$ cat src/rtl/alu_pkg.sv
// Shared types for the clocked ALU: opcode encoding, flag bit positions
// and controller states.
package alu_pkg;

   typedef enum logic [3:0] {
      OP_PASS = 4'd0,
      OP_NOT  = 4'd1,
      OP_ADD  = 4'd2,
      OP_SUB  = 4'd3,
      OP_INC  = 4'd4,
      OP_DEC  = 4'd5,
      OP_AND  = 4'd6,
      OP_OR   = 4'd7,
      OP_XOR  = 4'd8,
      OP_SHR  = 4'd9,
      OP_SHL  = 4'd10,
      OP_MUL  = 4'd11
   } alu_op_t;

   localparam int FLAG_Z = 0;
   localparam int FLAG_N = 1;
   localparam int FLAG_C = 2;
   localparam int FLAG_V = 3;

   typedef enum logic [1:0] {
      IDLE = 2'd0,
      BUSY = 2'd1,
      DONE = 2'd2
   } state_t;

   function automatic logic is_iter_op(input logic [3:0] op);
      return (op == OP_SHR) || (op == OP_SHL) || (op == OP_MUL);
   endfunction

endpackage

$ cat src/rtl/alu_iter_unit.sv
// Iterative datapath: one-bit-per-cycle shifter and shift-add multiplier.
// Loaded on start; last is high during the cycle of the final step.
module alu_iter_unit
   import alu_pkg::*;
#(
   parameter int WIDTH = 16,
   parameter int SHW   = $clog2(WIDTH) + 1
) (
   input  logic             clk,
   input  logic             rst_n,
   input  logic             start,
   input  logic [3:0]       op,
   input  logic [WIDTH-1:0] a,
   input  logic [WIDTH-1:0] b,
   output logic             last,
   output logic [WIDTH-1:0] res,
   output logic             cout
);

   localparam logic [WIDTH-1:0] WMAX = WIDTH'(WIDTH);

   logic [SHW-1:0]     k_c;
   logic [SHW-1:0]     cnt_p0;
   alu_op_t            mode_p0;
   logic [WIDTH-1:0]   shreg_p0;
   logic               cout_p0;
   logic [2*WIDTH-1:0] acc_p0;
   logic [2*WIDTH-1:0] mcand_p0;
   logic [WIDTH-1:0]   mplier_p0;

   assign k_c = (b > WMAX) ? SHW'(WIDTH) : b[SHW-1:0];

   always_ff @(posedge clk or negedge rst_n) begin
      if (!rst_n) begin
         cnt_p0 <= '0;
      end else if (start) begin
         cnt_p0 <= (op == OP_MUL) ? SHW'(WIDTH) : k_c;
      end else if (cnt_p0 != '0) begin
         cnt_p0 <= cnt_p0 - SHW'(1);
      end
   end

   // Stage p0: working registers, stepped once per cycle while cnt_p0 != 0
   always_ff @(posedge clk) begin
      if (start) begin
         mode_p0   <= alu_op_t'(op);
         shreg_p0  <= a;
         cout_p0   <= 1'b0;
         acc_p0    <= '0;
         mcand_p0  <= {{WIDTH{1'b0}}, a};
         mplier_p0 <= b;
      end else if (cnt_p0 != '0) begin
         case (mode_p0)
            OP_SHL: begin
               cout_p0  <= shreg_p0[WIDTH-1];
               shreg_p0 <= shreg_p0 << 1;
            end
            OP_SHR: begin
               cout_p0  <= shreg_p0[0];
               shreg_p0 <= shreg_p0 >> 1;
            end
            default: begin
               if (mplier_p0[0]) acc_p0 <= acc_p0 + mcand_p0;
               mcand_p0  <= mcand_p0 << 1;
               mplier_p0 <= mplier_p0 >> 1;
            end
         endcase
      end
   end

   assign last = (cnt_p0 == SHW'(1));
   assign res  = (mode_p0 == OP_MUL) ? acc_p0[WIDTH-1:0] : shreg_p0;
   assign cout = (mode_p0 == OP_MUL) ? (|acc_p0[2*WIDTH-1:WIDTH]) : cout_p0;

endmodule

$ cat src/rtl/alu_core.sv
// Registered ALU with valid/ready on both sides: FSM, single-cycle ops,
// flag generation and output registers; iterative ops in alu_iter_unit.
module alu_core
   import alu_pkg::*;
#(
   parameter int WIDTH = 16,
   parameter int SHW   = $clog2(WIDTH) + 1
) (
   input  logic             clk,
   input  logic             rst_n,
   input  logic             in_valid,
   output logic             in_ready,
   input  logic [3:0]       in_op,
   input  logic [WIDTH-1:0] in_a,
   input  logic [WIDTH-1:0] in_b,
   output logic             out_valid,
   input  logic             out_ready,
   output logic [WIDTH-1:0] out_result,
   output logic [3:0]       out_flags,
   output logic             out_err
);

   state_t           state_p0;
   state_t           state_nx;
   logic             accept;
   logic             iter_start;
   logic             iter_last;
   logic [WIDTH-1:0] iter_res;
   logic             iter_cout;

   alu_op_t          op_p0;
   logic [WIDTH-1:0] a_p0;
   logic [WIDTH-1:0] b_p0;

   logic [WIDTH-1:0] res_c;
   logic [WIDTH-1:0] opnd_c;
   logic [WIDTH:0]   sum_c;
   logic             c_c;
   logic             v_c;
   logic             err_c;
   logic [3:0]       flags_c;

   assign in_ready   = (state_p0 == IDLE);
   assign accept     = in_valid && in_ready;
   assign iter_start = accept && is_iter_op(in_op);

   always_ff @(posedge clk or negedge rst_n) begin
      if (!rst_n) state_p0 <= IDLE;
      else        state_p0 <= state_nx;
   end

   always_comb begin
      state_nx = state_p0;
      case (state_p0)
         IDLE: begin
            if (accept) begin
               if ((in_op == OP_MUL) ||
                   (((in_op == OP_SHL) || (in_op == OP_SHR)) && (in_b != '0)))
                  state_nx = BUSY;
               else
                  state_nx = DONE;
            end
         end
         BUSY:    if (iter_last) state_nx = DONE;
         DONE:    if (out_valid && out_ready) state_nx = IDLE;
         default: state_nx = IDLE;
      endcase
   end

   // Stage p0: operand and opcode capture at accept
   always_ff @(posedge clk) begin
      if (accept) begin
         op_p0 <= alu_op_t'(in_op);
         a_p0  <= in_a;
         b_p0  <= in_b;
      end
   end

   alu_iter_unit #(
      .WIDTH (WIDTH),
      .SHW   (SHW)
   ) u_iter (
      .clk   (clk),
      .rst_n (rst_n),
      .start (iter_start),
      .op    (in_op),
      .a     (in_a),
      .b     (in_b),
      .last  (iter_last),
      .res   (iter_res),
      .cout  (iter_cout)
   );

   // Borrow falls out as bit WIDTH of the zero-extended difference.
   always_comb begin
      res_c  = '0;
      opnd_c = '0;
      sum_c  = '0;
      c_c    = 1'b0;
      v_c    = 1'b0;
      err_c  = 1'b0;
      case (op_p0)
         OP_PASS: res_c = a_p0;
         OP_NOT:  res_c = ~a_p0;
         OP_ADD, OP_INC: begin
            opnd_c = (op_p0 == OP_INC) ? WIDTH'(1) : b_p0;
            sum_c  = {1'b0, a_p0} + {1'b0, opnd_c};
            res_c  = sum_c[WIDTH-1:0];
            c_c    = sum_c[WIDTH];
            v_c    = (a_p0[WIDTH-1] == opnd_c[WIDTH-1]) &&
                     (res_c[WIDTH-1] != a_p0[WIDTH-1]);
         end
         OP_SUB, OP_DEC: begin
            opnd_c = (op_p0 == OP_DEC) ? WIDTH'(1) : b_p0;
            sum_c  = {1'b0, a_p0} - {1'b0, opnd_c};
            res_c  = sum_c[WIDTH-1:0];
            c_c    = sum_c[WIDTH];
            v_c    = (a_p0[WIDTH-1] != opnd_c[WIDTH-1]) &&
                     (res_c[WIDTH-1] != a_p0[WIDTH-1]);
         end
         OP_AND: res_c = a_p0 & b_p0;
         OP_OR:  res_c = a_p0 | b_p0;
         OP_XOR: res_c = a_p0 ^ b_p0;
         OP_SHR, OP_SHL: begin
            res_c = iter_res;
            c_c   = iter_cout;
         end
         OP_MUL: begin
            res_c = iter_res;
            c_c   = iter_cout;
            v_c   = iter_cout;
         end
         default: err_c = 1'b1;
      endcase

      flags_c         = '0;
      flags_c[FLAG_Z] = (res_c == '0);
      flags_c[FLAG_N] = res_c[WIDTH-1];
      flags_c[FLAG_C] = c_c;
      flags_c[FLAG_V] = v_c;
      if (err_c) flags_c = '0;
   end

   // Stage p1: output registers, loaded once on entry to DONE, held until taken
   always_ff @(posedge clk or negedge rst_n) begin
      if (!rst_n) begin
         out_valid  <= 1'b0;
         out_result <= '0;
         out_flags  <= '0;
         out_err    <= 1'b0;
      end else if ((state_p0 == DONE) && !out_valid) begin
         out_valid  <= 1'b1;
         out_result <= res_c;
         out_flags  <= flags_c;
         out_err    <= err_c;
      end else if (out_valid && out_ready) begin
         out_valid  <= 1'b0;
      end
   end

endmodule

$ cat config.mk
export PLATFORM = sky130hd
export DESIGN_NAME = alu_core
export DESIGN_NICKNAME = d
export VERILOG_FILES = /design/src/rtl/alu_pkg.sv /design/src/rtl/alu_iter_unit.sv /design/src/rtl/alu_core.sv
export SDC_FILE = /design/constraint.sdc
export NUM_CORES = 1
export LEC_CHECK = 0
export ABC_CLOCK_PERIOD_IN_PS = 7460
export BUFFER_PORTS_ARGS = -buffer_cell sky130_fd_sc_hd__buf_4
export CORE_MARGIN = 3
export CORE_UTILIZATION = 35
export CTS_CLUSTER_DIAMETER = 200
export DETAILED_ROUTE_END_ITERATION = 8
export PLACE_DENSITY = 0.57
export SLEW_MARGIN = 5
export SYNTH_ARGS = -nofsm -noshare
export SYNTH_HDL_FRONTEND = slang
export SYNTH_SLANG_ARGS = --single-unit
$ cat constraint.sdc
create_clock -name clk -period 7.46 [get_ports clk]
set_input_delay 0.746 -clock clk [delete_from_list [all_inputs] [get_ports clk]]
set_output_delay 0.746 -clock clk [all_outputs]
set_load 0.01 [all_outputs]
==> run_results.csv, run 1 <==
group,metric,value,unit
worst_setup_path,critical_path.startpoint,"op_p0[2]",
clock_network,cts-htree-levels,4,
synth,synthXorXnorAreaFrac,2.77,%
clock_network,cts_tree,"done",
clock_network,ctsHoldBuffers,0,
synth,synthCells,1363,
global_routing,grt_pass1_wl,54800,µm
worst_setup_path,rrSetupSlack,2550,ps
synth,synth_edf_count,88,
place,port-buffer-count,62,
die,coreArea,32700,µm²
timing,relSlewSlack,31.7,%
worst_setup_path,path_max_fanout,21,
global_routing,gr-total-overflow,0,
synth,muxShareOfSynthArea,3.91,%
clock_network,clock_tree.root_cell,"clkbuf_16",
pwr,ir_worst_vdd,0.000192,V
place,place_area,12600,µm²
die,start_util,35.7,%
timing,timing.final.crit_share,65.8,%
synth,synthAdderAreaFrac,11.4,%
detailed_routing,post_drt_wl_per_cell,18.6,µm
synth,synth_cell_types,81,
detailed_routing,post-route-drc-count,0,
timing,drv_slew,0,
timing,final-hold-violation-count,0,
timing,fmax,204,MHz
worst_setup_path,slowest_stage,"edfxtp_1",
worst_setup_path,crit_required,7800,ps
die,die_h,189,µm
cells_and_area,n_antenna_cell,0,
clock_network,cts_resized,0,
detailed_routing,drt_pre_antenna_iters,5,
die,rows,66,
worst_setup_path,endpoint_kind,"register",
place,hpwl,26200,µm
synth,yosysSeqAreaShare,37.2,%
pwr,total_power,5330,µW
timing,tns,0,ps
detailed_routing,final_antenna_net_count,0,
synth,yosysWarnings,0,
synth,synth.avg_cell_area,8.57,µm²
die,die_w,189,µm
pwr,p_leak,0.00565,µW
cells_and_area,nets,1541,
detailed_routing,viasPerCell,5.43,
cells_and_area,final_area,13200,µm²
worst_setup_path,critPathArrivalTime,5250,ps
synth,synth_compound_area_share,20.2,%
clock_network,clock_sinks,166,
global_routing,grt_max_degree,76,
place,placed_cells,1819,
synth,synth-simple-area-share,20.2,%
worst_setup_path,crit_chain,"nor2b_1 -> nor3b_2 -> or2_2 -> ha_1 -> inv_1 -> fa_1 -> nor2b_1 -> o31a_1 -> o211ai_1 -> a21o_1 -> or2_1 -> a31oi_1 -> mux2_2 -> nand4bb_1 -> o31ai_1",
pwr,powerDensity,405,nW/µm²
die,dieArea,35600,µm²
worst_hold_path,hp-class,"input pin to async pin",
global_routing,antenna_found_initial,1,
synth,async_reset_ff_share,17.5,%
run,maxCapViolCount,0,
worst_setup_path,rr_startpoint,"op_p0[2]",
timing,fin_skew,12.7,ps
global_routing,grt_pass1_vias,9829,
detailed_routing,wl,34400,µm
worst_setup_path,criticalPathCategory,"register to register",
worst_setup_path,worst_r2r_path_depth,15,
status,outcome,"complete, no violations",
synth,synth_flop_cell,"edfxtp_1",
worst_setup_path,start_kind,"register",
timing,finalCriticalPeriod,4910,ps
clock_network,clk_latency,440,ps
cells_and_area,drive_above_1_share,9.23,%
worst_setup_path,rr_endpoint,"out_flags[0]",
timing,rsz0062_at_grt,"no",
worst_setup_path,crit_top_cell,"nor2b_1",
cells_and_area,finalNonFillerCells,1851,
synth,syn_area,11700,µm²
synth,ys_seq_elements,166,
clock_network,ctsLongestPathBuffers,2,
detailed_routing,drt_iter0_markers,767,
clock_network,postCtsSetupBuffers,0,
cells_and_area,area_growth,12.6,%
synth,synth_top_family_by_area,"compound AO/OA/AOI/OAI gates",
detailed_routing,vias,10100,
timing,setup_viol,0,
place,place.gp.congestion,0.920,
global_routing,gr-usage-all-layers,19.2,%
clock_network,cts_buffers,17,
die,io_pins,63,
clock_network,clk_pin_slew,70,ps
synth,syn_nets,1508,
worst_setup_path,critPathMaxStageDelay,800,ps
timing,worst_pin_slew,1020,ps
logic make-up (layout without fill, tap and decap cells):
group,count (synthesis),after routing
mux,45,45
compound gates,372,372
flops,166,166
fa+ha+maj,105,105
simple gates,516,516
xor+xnor,37,37
buf+inv,122,168
how the worst max path moves through the flow:
stage / to / depth (start not counted)
2_1_floorplan: out_flags[0] / 17
3_3_place_gp: out_flags[0] / 15
3_5_place_dp: out_flags[0] / 15
4_1_cts: out_flags[0] / 15
5_1_grt: out_flags[0] / 15
6_report: out_flags[0] / 15
sequential cells by signal, indices dropped and copies added, names as in the netlist:
| signal | count |
|---|---|
| a_p0 | 16 |
| b_p0 | 16 |
| op_p0 | 4 |
| out_err | 1 |
| out_flags | 4 |
| out_result | 16 |
| out_valid | 1 |
| state_p0 | 2 |
| u_iter.acc_p0 | 32 |
| u_iter.cnt_p0 | 5 |
| u_iter.cout_p0 | 1 |
| u_iter.mcand_p0 | 32 |
| u_iter.mode_p0 | 4 |
| u_iter.mplier_p0 | 16 |
| u_iter.shreg_p0 | 16 |
per-stage QoR:
stage | utilization, % | worst slack [ps] | hold WS (ps)
2_1_floorplan | - | 3440 | 448
3_3_place_gp | 38.4 | 2750 | 458
3_5_place_dp | 38.4 | 2600 | 467
4_1_cts | 40.2 | 2540 | 221
5_1_grt | 40.2 | 2080 | 249
6_report | 40.2 | 2550 | 235
synthesized netlist by cell type, drive strengths merged (26+ instances only):
cell | number | share of area (%)
nor2 | 78 | 2.5
dfxtp | 49 | 8.4
inv | 62 | 2.0
a21o | 26 | 1.7
nand2 | 277 | 8.9
mux2i | 40 | 3.4
clkbuf | 41 | 1.3
dfrtp | 29 | 6.2
nor3 | 26 | 1.1
o21ai | 98 | 4.3
a21oi | 104 | 4.5
edfxtp | 88 | 23
ha | 102 | 11
routing by layer:
metal,wire (µm),vias to the layer above,GRT usage [%]
met5,20,-,0
met4,966,2,6.24
met3,1070,44,2.55
met2,16300,209,32.1
met1,16000,4799,25.8
li1,-,5001,-
power breakdown:
part | internal [µW] | total (µW) | switching (µW)
Combinational | 1150 | 2740 | 1600
Clock | 482 | 924 | 442
Sequential | 1360 | 1660 | 301
cell type report:
class                           instances  area (µm²)
Inverter                               63         236
Multi-Input combinational cell       1075        6870
Timing Repair Buffer                   73         548
Clock buffer                           17         425
Sequential cell                       166        4350
Fill cell                            3326       19500
Tap cell                              442         553
Clock inverter                         15         180
worst max-delay path: cells and delay by family (launching register included):
kind	cells	cell delay, ps
compound gates	5	1020
buf+inv	1	60
mux	1	380
flops	1	800
simple gates	6	1940
fa+ha+maj	2	600
cells in the final DEF (no fill, tap or decap), types with 5 or more instances in the layout:
cell / instances
a211oi_1: 18
a21o_1: 26
a21oi_1: 104
a221oi_1: 7
a22oi_1: 8
a31oi_1: 13
and2_1: 9
and3_1: 8
buf_4: 73
clkbuf_16: 17
dfrtp_1: 29
dfxtp_1: 49
edfxtp_1: 88
ha_1: 102
inv_1: 62
inv_6: 6
mux2_2: 5
mux2i_1: 40
nand2_1: 276
nand2b_1: 18
nand3_1: 25
nand4_1: 9
nand4b_1: 5
nor2_1: 76
nor2b_1: 13
nor3_1: 26
nor4_1: 12
o211ai_1: 16
o21a_1: 10
o21ai_0: 93
o22ai_1: 15
or3_1: 9
xnor2_1: 23
xor2_1: 14
No activity file was read; power rests on OpenSTA's default activity.
==> run 2: changes to the inputs <==
- ABC_CLOCK_PERIOD_IN_PS: 7460 -> 4500
- PLACE_DENSITY: 0.57 -> 0.58
- clock period: 7.46 -> 4.5 ns (I/O delays scaled with it)
==> run 2 against run 1 <==
Core utilization increased by 0.14 points. Non-clock buffer count increased by 11. Sequential share of layout area decreased by 0.11 points. Sequential power increased by 64%. Wire length increased by 1.1%. Largest cell class unchanged.
==> run_results.csv, run 2 (synthesis gave the netlist of run 1 again) <==
group,metric,value,unit
worst_setup_path,path_max_fanout,3,
die,start_util,35.7,%
global_routing,grt_util_met2,33.5,%
die,dieArea,35600,µm²
detailed_routing,post_drt_wl_per_cell,18.6,µm
worst_setup_path,rr_startpoint,"op_p0[3]",
timing,timing.final.crit_share,85.6,%
place,place.gp.congestion,0.952,
pwr,powerDensity,667,nW/µm²
cells_and_area,utilization,40.4,%
cells_and_area,n_antenna_cell,0,
cells_and_area,largestRegisters,"u_iter.acc_p0 x32, u_iter.mcand_p0 x32",
cells_and_area,multi_input_area,6860,µm²
detailed_routing,wl,34700,µm
clock_network,cts_resized,0,
global_routing,top_usage_layer,"met2",
pwr,clkPwrFrac,16.3,%
global_routing,gr-usage-all-layers,19.6,%
global_routing,use_met3,2.96,%
timing,finalCriticalPeriod,3850,ps
clock_network,clk_latency,450,ps
pwr,combPwrFrac,52.7,%
timing,relSlewSlack,30.3,%
die,coreArea,32700,µm²
cells_and_area,final_area,13200,µm²
worst_setup_path,criticalPathCategory,"register to register",
cells_and_area,final_cell_mix,"276 x nand2_1, 104 x a21oi_1, 102 x ha_1",
pwr,ir_worst_vdd,0.000354,V
pwr,switching_share,44.0,%
worst_hold_path,hp-start,"in_a[1]",
timing,fin_skew,15.7,ps
detailed_routing,drt_pre_antenna_iters,5,
die,die_w,189,µm
detailed_routing,vias,10200,
cells_and_area,final_common_cell,"nand2_1",
pwr,total_power,8810,µW
detailed_routing,final_antenna_net_count,0,
die,die_h,189,µm
die,rows,66,
worst_hold_path,whs_path_depth,1,
cells_and_area,register_area,4350,µm²
pwr,p_sw,3880,µW
global_routing,gr-total-overflow,0,
clock_network,cts_tree,"done",
worst_setup_path,start_kind,"register",
worst_setup_path,worst_r2r_path_depth,15,
die,io_pins,63,
detailed_routing,drt_iter0_markers,759,
place,placed_cells,1829,
global_routing,antenna_found_initial,0,
timing,rsz0062_at_grt,"no",
detailed_routing,viasPerCell,5.46,
clock_network,clock_tree.root_cell,"clkbuf_16",
clock_network,cts_buffers,17,
worst_setup_path,slowest_stage,"edfxtp_1",
pwr,pwr-share-seq,30.9,%
clock_network,cts-htree-levels,4,
status,outcome,"complete, no violations",
pwr,p_leak,0.00568,µW
timing,fmax,260,MHz
timing,worst_pin_slew,1040,ps
cells_and_area,nFillCells,3325,
run,maxCapViolCount,0,
worst_setup_path,crit_required,4850,ps
worst_setup_path,crit_chain,"nor2b_1 -> nor3b_2 -> or2_2 -> ha_1 -> inv_1 -> fa_1 -> nor2b_1 -> o31a_1 -> o211ai_1 -> a21o_1 -> or2_1 -> a31oi_1 -> mux2_2 -> nand4bb_1 -> o31ai_1",
worst_setup_path,critPathArrivalTime,4200,ps
global_routing,grt_pass1_wl,55300,µm
cells_and_area,nets,1552,
worst_setup_path,rr_endpoint,"out_flags[0]",
global_routing,grt_max_degree,42,
worst_setup_path,rrSetupSlack,650,ps
timing,tns,0,ps
global_routing,grt_pass1_vias,10200,
worst_hold_path,hold_end,"a_p0[1]",
timing,drv_slew,0,
place,hpwl,26600,µm
cells_and_area,area_growth,13.0,%
cells_and_area,drive_above_1_share,9.79,%
worst_setup_path,crit_top_cell,"nor2b_1",
place,port-buffer-count,62,
timing,setup_viol,0,
clock_network,ctsLongestPathBuffers,2,
detailed_routing,post-route-drc-count,0,
clock_network,clk_pin_slew,80,ps
pwr,internal_power,4930,µW
worst_setup_path,endpoint_kind,"register",
place,place_area,12600,µm²
worst_hold_path,hp-class,"input pin to register",
timing,final-hold-violation-count,0,
cells_and_area,finalNonFillerCells,1862,
global_routing,use_met1,24.2,%
clock_network,clock_sinks,166,
worst_setup_path,critPathMaxStageDelay,390,ps
==> run 2: changes by cell type in the layout (fill, tap and decap cells not counted), sizes merged <==
cell | previous run | this run
buf | 73 | 83
clkinv | 3 | 1
clkinvlp | 2 | 4
bufinv | 1 | 0
clkbuf | 17 | 18
dlygate4sd3 | 0 | 1
==> run 2: layout make-up <==
| class | count | area share [%] |
|---|---|---|
| Multi-Input combinational cell | 1075 | 52.0 |
| Tap cell | 442 | 4.19 |
| Timing Repair Buffer | 84 | 4.79 |
| Sequential cell | 166 | 32.9 |
| Clock inverter | 14 | 1.00 |
| Clock buffer | 18 | 3.33 |
| Inverter | 63 | 1.79 |
==> run 2: worst max path at each step <==
stage	cells past startpoint	startpoint	end
after floorplan	17	op_p0[0]	out_flags[0]
after global placement	15	op_p0[3]	out_flags[0]
after detailed placement	15	op_p0[3]	out_flags[0]
after CTS	15	op_p0[3]	out_flags[0]
after global routing	16	op_p0[3]	out_flags[0]
final	15	op_p0[3]	out_flags[0]
==> run 2: layer usage <==
metal  part of all wire [%]  wire length (µm)
met3                    3.8              1330
met4                    4.4              1510
met1                     44             15300
met5                      0                 0
met2                     48             16600
==> run 2: power groups by stage <==
stage                     clock (µW)  combinational [µW]  sequential (µW)
final                           1440                4640             2720
after global routing            1540                5260             2790
after CTS                       1480                4630             2720
after detailed placement           0                4600             2740
after global placement             0                4540             2740
after floorplan                    0                3480             2610
==> run 2: per-stage QoR <==
step / setup WS, ps / hold slack, ps
after floorplan: 482 / 154
after global placement: 830 / 397
after detailed placement: 716 / 401
after CTS: 676 / 169
after global routing: 444 / 176
final: 648 / 190
==> run 2: worst max-delay path: cells and delay by family (launching register included) <==
| kind | cells | cell delay (ps) |
|---|---|---|
| simple gates | 6 | 1190 |
| flops | 1 | 390 |
| mux | 1 | 390 |
| compound gates | 5 | 1120 |
| buf+inv | 1 | 70 |
| fa+ha+maj | 2 | 580 |
==> run 2: repair_timing <==
| item | CTS | global route |
|---|---|---|
| setup buffers | 0 | 0 |
| endpoints found under the setup margin | 0 | 0 |
| hold endpoints to repair | 29 | 0 |
| hold buffers | 1 | 0 |
==> run 3: changes to the inputs <==
- RECOVER_POWER: unset -> 100
==> run 3 against run 2 <==
The flow now finishes with violations (capacitance limit, slew limit). Combinational power shrank 2%. Global-route usage is the same. Sequential power is essentially flat. Critical path type unchanged. Critical endpoint unchanged. Highest routed layer unchanged.
==> run_results.csv, run 3 (synthesis gave the netlist of run 1 again) <==
group,metric,value,unit
cells_and_area,drive_above_1_share,4.79,%
timing,rsz0062_at_grt,"no",
place,place.gp.congestion,0.952,
worst_setup_path,path_max_fanout,3,
place,place_area,12600,µm²
worst_setup_path,rr_endpoint,"out_flags[0]",
worst_setup_path,crit_required,4850,ps
global_routing,grt_pass1_wl,55300,µm
global_routing,gr-total-overflow,0,
die,rows,66,
cells_and_area,n_antenna_cell,0,
run,maxCapViolCount,3,
status,outcome,"complete, but fails checks",
timing,holdWs,193,ps
timing,final-hold-violation-count,0,
worst_setup_path,rrSetupSlack,580,ps
timing,setup_ws,577,ps
worst_setup_path,criticalPathCategory,"register to register",
worst_setup_path,start_kind,"register",
die,io_pins,63,
detailed_routing,drt_iter0_markers,751,
timing,timing.final.crit_share,87.2,%
cells_and_area,final_common_cell,"nand2_1",
cells_and_area,nets,1552,
clock_network,postCtsSetupBuffers,0,
global_routing,grt_pass1_vias,10200,
clock_network,clock_sinks,166,
detailed_routing,final_antenna_net_count,0,
clock_network,cts_tree,"done",
worst_setup_path,rr_startpoint,"op_p0[3]",
global_routing,grt_max_degree,42,
worst_setup_path,endpoint_kind,"register",
global_routing,gr-usage-all-layers,19.6,%
clock_network,clk_pin_slew,80,ps
timing,tns,0,ps
worst_setup_path,critPathTopFamily,"simple AND/OR/NAND/NOR gates",
clock_network,clk_latency,450,ps
detailed_routing,wl,34700,µm
worst_setup_path,path_depth,15,
detailed_routing,vias,10200,
timing,setup_viol,0,
timing,fin_skew,15.6,ps
worst_setup_path,cp-endpoint,"out_flags[0]",
die,die_h,189,µm
detailed_routing,post-route-drc-count,0,
die,dieArea,35600,µm²
timing,worst_pin_slew,3000,ps
worst_hold_path,hp-class,"input pin to register",
timing,drv_slew,87,
worst_setup_path,critPathMaxStageDelay,400,ps
global_routing,antenna_found_initial,0,
place,dp_slack,716,ps
die,die_w,189,µm
pwr,p_leak,0.00543,µW
worst_setup_path,crit_chain,"nor2b_1 -> nor3b_1 -> or2_2 -> ha_1 -> inv_1 -> fa_1 -> nor2b_1 -> o31a_1 -> o211ai_1 -> a21o_1 -> or2_1 -> a31oi_1 -> mux2_1 -> nand4bb_1 -> o31ai_1",
timing,finalCriticalPeriod,3920,ps
clock_network,clock_tree.root_cell,"clkbuf_16",
worst_setup_path,crit_top_cell,"nor2b_1",
status,violations,"capacitance limit, slew limit",
die,coreArea,32700,µm²
place,port-buffer-count,62,
pwr,ir_worst_vdd,0.000354,V
die,start_util,35.7,%
worst_setup_path,crit_buf_inv,1,
cells_and_area,largestRegisters,"u_iter.acc_p0 x32, u_iter.mcand_p0 x32",
worst_setup_path,worst_r2r_path_depth,15,
place,hpwl,26600,µm
worst_setup_path,critPathArrivalTime,4270,ps
detailed_routing,drt_pre_antenna_iters,6,
detailed_routing,viasPerCell,5.47,
worst_setup_path,slowest_stage,"fa_1",
detailed_routing,post_drt_wl_per_cell,18.6,µm
clock_network,cts-htree-levels,4,
pwr,powerDensity,673,nW/µm²
clock_network,cts_buffers,17,
timing,fmax,255,MHz
timing,relSlewSlack,-101,%
cells_and_area,final_area,12900,µm²
cells_and_area,final_cell_mix,"276 x nand2_1, 104 x a21oi_1, 102 x ha_1",
clock_network,ctsLongestPathBuffers,2,
cells_and_area,area_growth,10.6,%
worst_setup_path,critical_path.startpoint,"op_p0[3]",
## run 3: metal layers
metal  GRT usage, %  vias up  part of all wire (%)
li1               -     5025                     -
met1           24.2     4842                    44
met2           33.5      249                    48
met3           2.96       72                   3.9
met4           9.40        0                   4.5
met5              0        -                     0
## run 3: layout make-up
cell class	count	area [µm²]
inverters	63	236
well taps	442	553
clock inverters	14	133
flip-flops and latches	166	4350
clock buffers	18	439
repair buffers	84	379
multi-input cells	1075	6840
fillers	3408	19800
## run 3: power by group
group / total, µW / internal [µW] / switching, µW
Clock: 1440 / 746 / 691
Combinational: 4540 / 1820 / 2720
Sequential: 2720 / 2270 / 458
## run 3: timing repair
action,in CTS,in global routing
hold buffers,1,0
gates resized for setup,0,0
endpoints found under the hold margin,29,0
## run 3: per-stage QoR
step                      util (%)  std cells  power, µW
after global placement        38.6       1829       7280
after floorplan                  -       1363       6090
after detailed placement      38.6       1829       7340
after CTS                     40.4       1862       8830
final                         39.5       1862       8700
after global routing          39.5       1862       9490
## run 3: worst min-delay path by stage
stage               cells after the start  slack (ps)  startpoint            end
floorplan                               0         150       rst_n        out_err
global placement                        1         400       rst_n  out_result[1]
detailed placement                      1         400       rst_n  out_result[1]
CTS                                     1         170     in_a[1]        a_p0[1]
global route                            2         190   out_ready      out_valid
finish                                  2         190   out_ready      out_valid
